[src/rtl/filter_svf_mc_if.sv]
// Register-write port of the multi-channel state-variable filter.
// Master drives a per-channel byte write; slave is the filter.
interface filter_svf_mc_if #(
  parameter int CHW = 2
);
  logic           iWE;
  logic [CHW-1:0] iChan;
  logic [4:0]     iAddr;
  logic [7:0]     iData;

  modport master (output iWE, iChan, iAddr, iData);
  modport slave  (input  iWE, iChan, iAddr, iData);
endinterface

[src/rtl/filter_svf_mc.sv]
// Multi-channel state-variable filter sharing one 2-cycle multiplier.
// Each sample strobe runs one 8-cycle slot per channel.
module filter_svf_mc #(
  parameter int DW       = 16,
  parameter int CW       = 16,
  parameter int CHANNELS = 3
) (
  input  logic                   clk,
  input  logic                   rstN,
  input  logic                   clkEn,
  input  logic [CHANNELS*DW-1:0] iIn,
  filter_svf_mc_if.slave         regs,
  output logic [CHANNELS*DW-1:0] oLP,
  output logic [CHANNELS*DW-1:0] oBP,
  output logic [CHANNELS*DW-1:0] oHP,
  output logic [CHANNELS*DW-1:0] oMix,
  output logic                   oValid,
  output logic                   oBusy,
  output logic                   oOverrun
);

  localparam int CHW = (CHANNELS > 1) ? $clog2(CHANNELS) : 1;
  localparam int SW  = DW + 1;
  localparam int XW  = DW + 3;
  localparam logic [CW-1:0] RES_BASE =
    CW'((3 << (CW - 2)) - 1);
  localparam logic signed [XW-1:0] SAT_HI =
    XW'((1 << (DW - 1)) - 1);
  localparam logic signed [XW-1:0] SAT_LO = ~SAT_HI;

  typedef enum logic {IDLE, RUN} state_t;

  state_t               state;
  logic [CHW-1:0]       ch;
  logic [2:0]           t;

  logic signed [DW-1:0] in_q   [CHANNELS];
  logic signed [SW-1:0] low    [CHANNELS];
  logic signed [SW-1:0] band   [CHANNELS];
  logic signed [SW-1:0] high   [CHANNELS];
  logic [CW-1:0]        lag0   [CHANNELS];
  logic [CW-1:0]        lag1   [CHANNELS];
  logic [10:0]          freq_s [CHANNELS];
  logic [10:0]          freq_a [CHANNELS];
  logic [3:0]           res_s  [CHANNELS];
  logic [3:0]           res_a  [CHANNELS];
  logic [2:0]           mode_s [CHANNELS];
  logic [2:0]           mode_a [CHANNELS];

  logic signed [SW-1:0]    mul_a;
  logic [CW-1:0]           mul_b;
  logic signed [SW-1:0]    prod;
  logic signed [SW+CW-1:0] full;

  logic signed [SW-1:0] op_a;
  logic [CW-1:0]        op_b;
  logic [CW-1:0]        res_coef;
  logic [CW-1:0]        target;
  logic [10:0]          tgt;
  logic [CW:0]          sum0;
  logic [CW:0]          sum1;
  logic signed [XW-1:0] mix;

  function automatic logic signed [XW-1:0] sx(
    input logic signed [SW-1:0] v
  );
    return {{2{v[SW-1]}}, v};
  endfunction

  function automatic logic [DW-1:0] sat(
    input logic signed [XW-1:0] v
  );
    if (v > SAT_HI) return SAT_HI[DW-1:0];
    if (v < SAT_LO) return SAT_LO[DW-1:0];
    return v[DW-1:0];
  endfunction

  always_comb begin
    tgt      = (freq_a[ch] >> 1) + (freq_a[ch] >> 3);
    target   = CW'(tgt);
    res_coef = RES_BASE - (CW'(res_a[ch]) << (CW - 5));
    op_a     = (t == 3'd4) ? high[ch] : band[ch];
    op_b     = (t == 3'd1) ? res_coef : lag1[ch];
    sum0     = {1'b0, lag0[ch]} + {1'b0, target};
    sum1     = {1'b0, lag1[ch]} + {1'b0, lag0[ch]};
    mix      = '0;
    if (mode_a[ch][0]) mix = mix + sx(low[ch]);
    if (mode_a[ch][1]) mix = mix + sx(band[ch]);
    if (mode_a[ch][2]) mix = mix + sx(high[ch]);
  end

  // signed state times unsigned coefficient, both widened to full size
  assign full = $signed({{CW{mul_a[SW-1]}}, mul_a})
              * $signed({{SW{1'b0}}, mul_b});

  always_ff @(posedge clk or negedge rstN) begin
    if (!rstN) begin
      mul_a <= '0;
      mul_b <= '0;
      prod  <= '0;
    end else begin
      mul_a <= op_a;
      mul_b <= op_b;
      prod  <= SW'(full >>> CW);
    end
  end

  always_ff @(posedge clk or negedge rstN) begin
    if (!rstN) begin
      state    <= IDLE;
      ch       <= '0;
      t        <= '0;
      oLP      <= '0;
      oBP      <= '0;
      oHP      <= '0;
      oMix     <= '0;
      oValid   <= 1'b0;
      oBusy    <= 1'b0;
      oOverrun <= 1'b0;
      for (int c = 0; c < CHANNELS; c++) begin
        in_q[c]   <= '0;
        low[c]    <= '0;
        band[c]   <= '0;
        high[c]   <= '0;
        lag0[c]   <= '0;
        lag1[c]   <= '0;
        freq_s[c] <= '0;
        freq_a[c] <= '0;
        res_s[c]  <= '0;
        res_a[c]  <= '0;
        mode_s[c] <= '0;
        mode_a[c] <= '0;
      end
    end else begin
      oValid   <= 1'b0;
      oOverrun <= clkEn && (state == RUN);

      // host writes land in shadows, picked up at the slot's t0
      if (regs.iWE && int'(regs.iChan) < CHANNELS) begin
        case (regs.iAddr)
          5'h15: freq_s[regs.iChan][2:0]  <= regs.iData[2:0];
          5'h16: freq_s[regs.iChan][10:3] <= regs.iData;
          5'h17: res_s[regs.iChan]        <= regs.iData[7:4];
          5'h18: mode_s[regs.iChan]       <= regs.iData[6:4];
          default: ;
        endcase
      end

      unique case (state)
        IDLE: begin
          if (clkEn) begin
            state <= RUN;
            ch    <= '0;
            t     <= '0;
            oBusy <= 1'b1;
            for (int c = 0; c < CHANNELS; c++)
              in_q[c] <= iIn[c*DW +: DW];
          end
        end
        RUN: begin
          t <= t + 3'd1;
          unique case (1'b1)
            t == 3'd0: begin
              freq_a[ch] <= freq_s[ch];
              res_a[ch]  <= res_s[ch];
              mode_a[ch] <= mode_s[ch];
            end
            t == 3'd2: low[ch] <= low[ch] + prod;
            t == 3'd3:
              high[ch] <= {in_q[ch][DW-1], in_q[ch]}
                        - low[ch] - prod;
            t == 3'd6: band[ch] <= band[ch] + prod;
            t == 3'd7: begin
              oLP[int'(ch)*DW +: DW]  <= sat(sx(low[ch]));
              oBP[int'(ch)*DW +: DW]  <= sat(sx(band[ch]));
              oHP[int'(ch)*DW +: DW]  <= sat(sx(high[ch]));
              oMix[int'(ch)*DW +: DW] <= sat(mix);
              lag0[ch] <= CW'(sum0 >> 1);
              lag1[ch] <= CW'(sum1 >> 1);
              if (ch == CHW'(CHANNELS - 1)) begin
                state  <= IDLE;
                oValid <= 1'b1;
                oBusy  <= 1'b0;
              end else begin
                ch <= ch + CHW'(1);
              end
            end
            default: ;
          endcase
        end
        default: state <= IDLE;
      endcase
    end
  end

endmodule

[src/flat_wrapper.sv]
// flat-port wrapper written by rule: the top's interface ports become plain ports
module filter_svf_mc_flat 
#(
  parameter int DW       = 16,
  parameter int CW       = 16,
  parameter int CHANNELS = 3
)
  (clk, rstN, clkEn, iIn, oLP, oBP, oHP, oMix, oValid, oBusy, oOverrun, regs_iWE, regs_iChan, regs_iAddr, regs_iData);
  filter_svf_mc_if #(.CHW(2)) regs_i ();
  input  logic clk;
  input  logic rstN;
  input  logic clkEn;
  input  logic [CHANNELS*DW-1:0] iIn;
  output logic [CHANNELS*DW-1:0] oLP;
  output logic [CHANNELS*DW-1:0] oBP;
  output logic [CHANNELS*DW-1:0] oHP;
  output logic [CHANNELS*DW-1:0] oMix;
  output logic oValid;
  output logic oBusy;
  output logic oOverrun;
  input wire logic [$bits(regs_i.iWE)-1:0] regs_iWE;
  input wire logic [$bits(regs_i.iChan)-1:0] regs_iChan;
  input wire logic [$bits(regs_i.iAddr)-1:0] regs_iAddr;
  input wire logic [$bits(regs_i.iData)-1:0] regs_iData;
  assign regs_i.iWE = regs_iWE;
  assign regs_i.iChan = regs_iChan;
  assign regs_i.iAddr = regs_iAddr;
  assign regs_i.iData = regs_iData;
  filter_svf_mc #(.DW(DW), .CW(CW), .CHANNELS(CHANNELS)) u_core (.clk(clk), .rstN(rstN), .clkEn(clkEn), .iIn(iIn), .regs(regs_i), .oLP(oLP), .oBP(oBP), .oHP(oHP), .oMix(oMix), .oValid(oValid), .oBusy(oBusy), .oOverrun(oOverrun));
endmodule
[config.mk]
export PLATFORM = sky130hd
export DESIGN_NAME = filter_svf_mc_flat
export DESIGN_NICKNAME = d
export VERILOG_FILES = /design/src/rtl/filter_svf_mc_if.sv /design/src/rtl/filter_svf_mc.sv /design/src/flat_wrapper.sv
export SDC_FILE = /design/constraint.sdc
export NUM_CORES = 2
export LEC_CHECK = 0
export ABC_CLOCK_PERIOD_IN_PS = 6500
export BUFFER_PORTS_ARGS = -buffer_cell sky130_fd_sc_hd__buf_2
export CAP_MARGIN = 40
export CORE_ASPECT_RATIO = 2
export CORE_MARGIN = 2
export CORE_UTILIZATION = 50
export CTS_BUF_LIST = sky130_fd_sc_hd__clkbuf_4
export CTS_CLUSTER_SIZE = 30
export DETAILED_ROUTE_END_ITERATION = 12
export PLACE_DENSITY = 0.68
export SLEW_MARGIN = 25
export SYNTH_ARGS = -nofsm -noshare
export SYNTH_HDL_FRONTEND = slang
export SYNTH_SLANG_ARGS = --single-unit
[constraint.sdc]
create_clock -name clk -period 6.5 [get_ports clk]
set_clock_uncertainty 0.1 [all_clocks]
set_input_delay 0.975 -clock clk [delete_from_list [all_inputs] [get_ports clk]]
set_output_delay 0.975 -clock clk [all_outputs]
set_load 0.02 [all_outputs]
==> out/summary.txt <==
Worst R2R Start -> u_core.mul_a[9]
Global placer's final weighted congestion -> 1.00
CP required -> 7.37 ns
Hold WC Path Type -> input port to register
Worst setup path class -> register to register
Reg clk slew, reported paths -> 0.07 ns
PortBufs -> 261
Endpoints failing hold -> 0
Wl on met1 -> 45.6 mm
Startpoint types -> register
IO Pins -> 262
RSZ-0062 raised after global routing -> true
CTS tree -> yes
Cts bufs inserted -> 154
Pre-Repair DR Iteration Count -> 5
Clock latency on the worst-skew pair -> 1.09 ns
Sequential area share after synthesis -> 37.4%
Clock Path Buffers -> 3
FMAX -> 156 MHz
Worst slew pin tran -> 0.995 ns
CTS sink count -> 650
Fin Hold WS -> 0.141 ns
Pwr Density -> 607 nW/um^2
Antenna Nets Post-Route -> 0
Worst vdd ir -> 0.647 mV
Dpl hpwl -> 104 mm
Routed WL -> 136 mm
Reg2reg setup slack -> 0.07 ns
Number of global-route vias before repair -> 36,786
Yosys warnings -> 0
WL/cell -> 21.8 um
Layout cells sized above 1 -> 19.1%
Final Cell Area -> 50,300 sq um
EDFF count, synth -> 0
Post-Syn Instances -> 4,493
Uppermost routed layer -> met4
Worst flop-to-flop path endpoint -> u_core.prod[16]
Die W -> 212 um
Post-Syn Area -> 43,400 sq um
Clock Root Buffer -> clkbuf_4
Post-layout nets -> 5,562
Syn_area_per_cell -> 9.67 sq um
Die height -> 421 um
Number of synthesized register bits -> 650
Final setup vio count -> 0
Static Leak -> 24.5 nW
Total chip power -> 30.5 mW
# rows -> 152
First DRT Iteration DRCs -> 2,048
R2R depth -> 23
CP Launch Point -> u_core.mul_a[9]
Routed wl met2 -> 72.3 mm
DP Area -> 47,300 sq um
Fillcell total -> 7,680
Gr ovfl total -> 0
Initial antenna violation count -> 4
First-pass GRT wire length -> 209 mm
Synth Net Count -> 5,080
Tcrit/Tclk final -> 98.9%
Most frequent cells in the layout -> nand2_1, dfrtp_1, o21ai_0
Largest net degree at the start of global routing -> 170
Status -> finished, final reports clean
Initial core utilization -> 50.5%
P&R area growth vs syn -> 15.8%
Min cycle time layout -> 6.43 ns
Met3 wire length -> 5.93 mm
DR DRC count -> 0
Tot GR Track Use -> 31.3%
MaxCap Viol Count -> 0
Crit path max fanout -> 5
Via count -> 35,028
Die area -> 89,400 sq um
Vias per cell -> 5.61
Setup crit end kind -> register
Final slew viol count -> 0
CP endpoint -> u_core.prod[16]
Async SR Flop Fraction -> 100%
Data arrival, critical path -> 7.30 ns
Most common cell after layout, fill and taps aside -> nand2_1
Slew headroom -> 33.7%
H-tree levels -> 4
Core ar. -> 86,000 sq um
Synth cell types -> 88
Top FF cell, synth -> dfrtp_1
## worst min path at each step
stage                    startpoint                end  slack [ns]  cells after the start
global route          regs_iData[2]  u_core.freq_s[27]        0.05                      2
floorplan           u_core.lag0[32]    u_core.lag0[32]        0.35                      2
CTS                   regs_iData[2]  u_core.freq_s[27]       0.004                      2
finish                regs_iData[2]  u_core.freq_s[16]        0.14                      2
global placement    u_core.lag0[16]    u_core.lag0[16]        0.36                      2
detailed placement  u_core.lag1[13]    u_core.lag1[13]        0.37                      2
## power breakdown
group | leakage, nW | switching (mW) | internal [mW] | total (mW)
Sequential | 8.66 | 1.01 | 5.36 | 6.37
Combinational | 14.6 | 12.5 | 8.07 | 20.6
Clock | 1.20 | 1.70 | 1.86 | 3.56
Total | 24.5 | 15.2 | 15.3 | 30.5
## through the flow
stage / worst slack (ns) / utilization (%) / instances / TNS (ns)
CTS: 0.00806 / 58.0 / 6220 / 0
floorplan: 0.00682 / - / 4493 / 0
global placement: 0.0700 / 54.9 / 5892 / 0
finish: 0.0703 / 58.5 / 6247 / 0
detailed placement: 0.00842 / 55.0 / 5903 / 0
global route: -0.142 / 58.5 / 6245 / -0.332
## cells by family (layout without fill, tap and decap cells)
group           after synthesis  in the layout  share of synthesized area (%)
fa+ha+maj                   534            534                           20.5
xor+xnor                    115            115                           2.34
mux                         265            265                           6.45
simple gates               1218           1218                           12.4
compound gates             1047           1047                           15.0
other cells                   0              8                              0
buf+inv                     664           1255                           5.88
flops                       650            650                           37.4
## worst max-delay path: stages (launching register included)
cell	delay [ns]
dfrtp_1	0.40
buf_4	0.13
buf_4	0.13
nand2_1	0.07
fa_1	0.48
inv_1	0.06
fa_1	0.58
fa_2	0.47
fa_1	0.55
inv_1	0.05
fa_1	0.50
inv_1	0.05
fa_1	0.37
ha_1	0.32
a21o_1	0.17
a211oi_2	0.27
o2111ai_2	0.22
a31o_4	0.28
o41ai_4	0.24
buf_4	0.20
o21ai_4	0.07
o41ai_4	0.35
o21ba_2	0.20
xnor2_1	0.11
## cell type report
class / instances / area, sq um / area share, %
clock inverter: 56 / 484 / 0.962
tap: 1155 / 1450 / 2.87
inverter: 435 / 1630 / 3.24
clock buffer: 209 / 1570 / 3.12
sequential: 650 / 16300 / 32.4
multi-input combinational: 3179 / 25000 / 49.6
antenna: 8 / 20.0 / 0.0398
timing repair buffer: 555 / 3910 / 7.76
## per-layer routing
layer,global-route usage (%),vias to the layer above
met1,31.1,17363
met4,24.7,0
met3,4.93,434
met5,0,-
met2,57.5,1115
li1,-,16116
## flip-flops by register name, indices dropped and copies added, names as in the netlist, 16 cells and up
signal,count
u_core.mul_a,17
u_core.freq_s,30
u_core.freq_a,30
u_core.high,51
u_core.oLP,48
u_core.low,51
u_core.lag0,48
u_core.oMix,48
u_core.band,51
u_core.prod,17
u_core.mul_b,16
u_core.lag1,48
u_core.oBP,48
u_core.in_q,48
u_core.oHP,48
## timing repair
action                                 in CTS  in global routing
hold buffers                               52                  0
gates resized for setup                     0                 73
setup buffers                               0                 15
endpoints found under the hold margin     129                  0
setup endpoints to repair                   0                 52
## synthesized netlist by cell type, types with 40 or more instances
cell type  number  area share, %
a22oi_1        40           0.69
o21ai_0       443            5.1
clkbuf_1      184            1.6
dfrtp_1       650             37
fa_1          301             14
nand2_1       673            5.8
xor2_1         46           0.93
inv_1         428            3.7
nor2_1        205            1.8
a22o_1        128            2.6
nor3_1         40           0.46
mux2i_1       149            3.4
mux2_2        115            3.0
a21oi_1       218            2.5
xnor2_1        68            1.4
and2_1        121            1.7
nand3_1        51           0.59
ha_1          219            6.3
(Power assumes the default switching activity.)
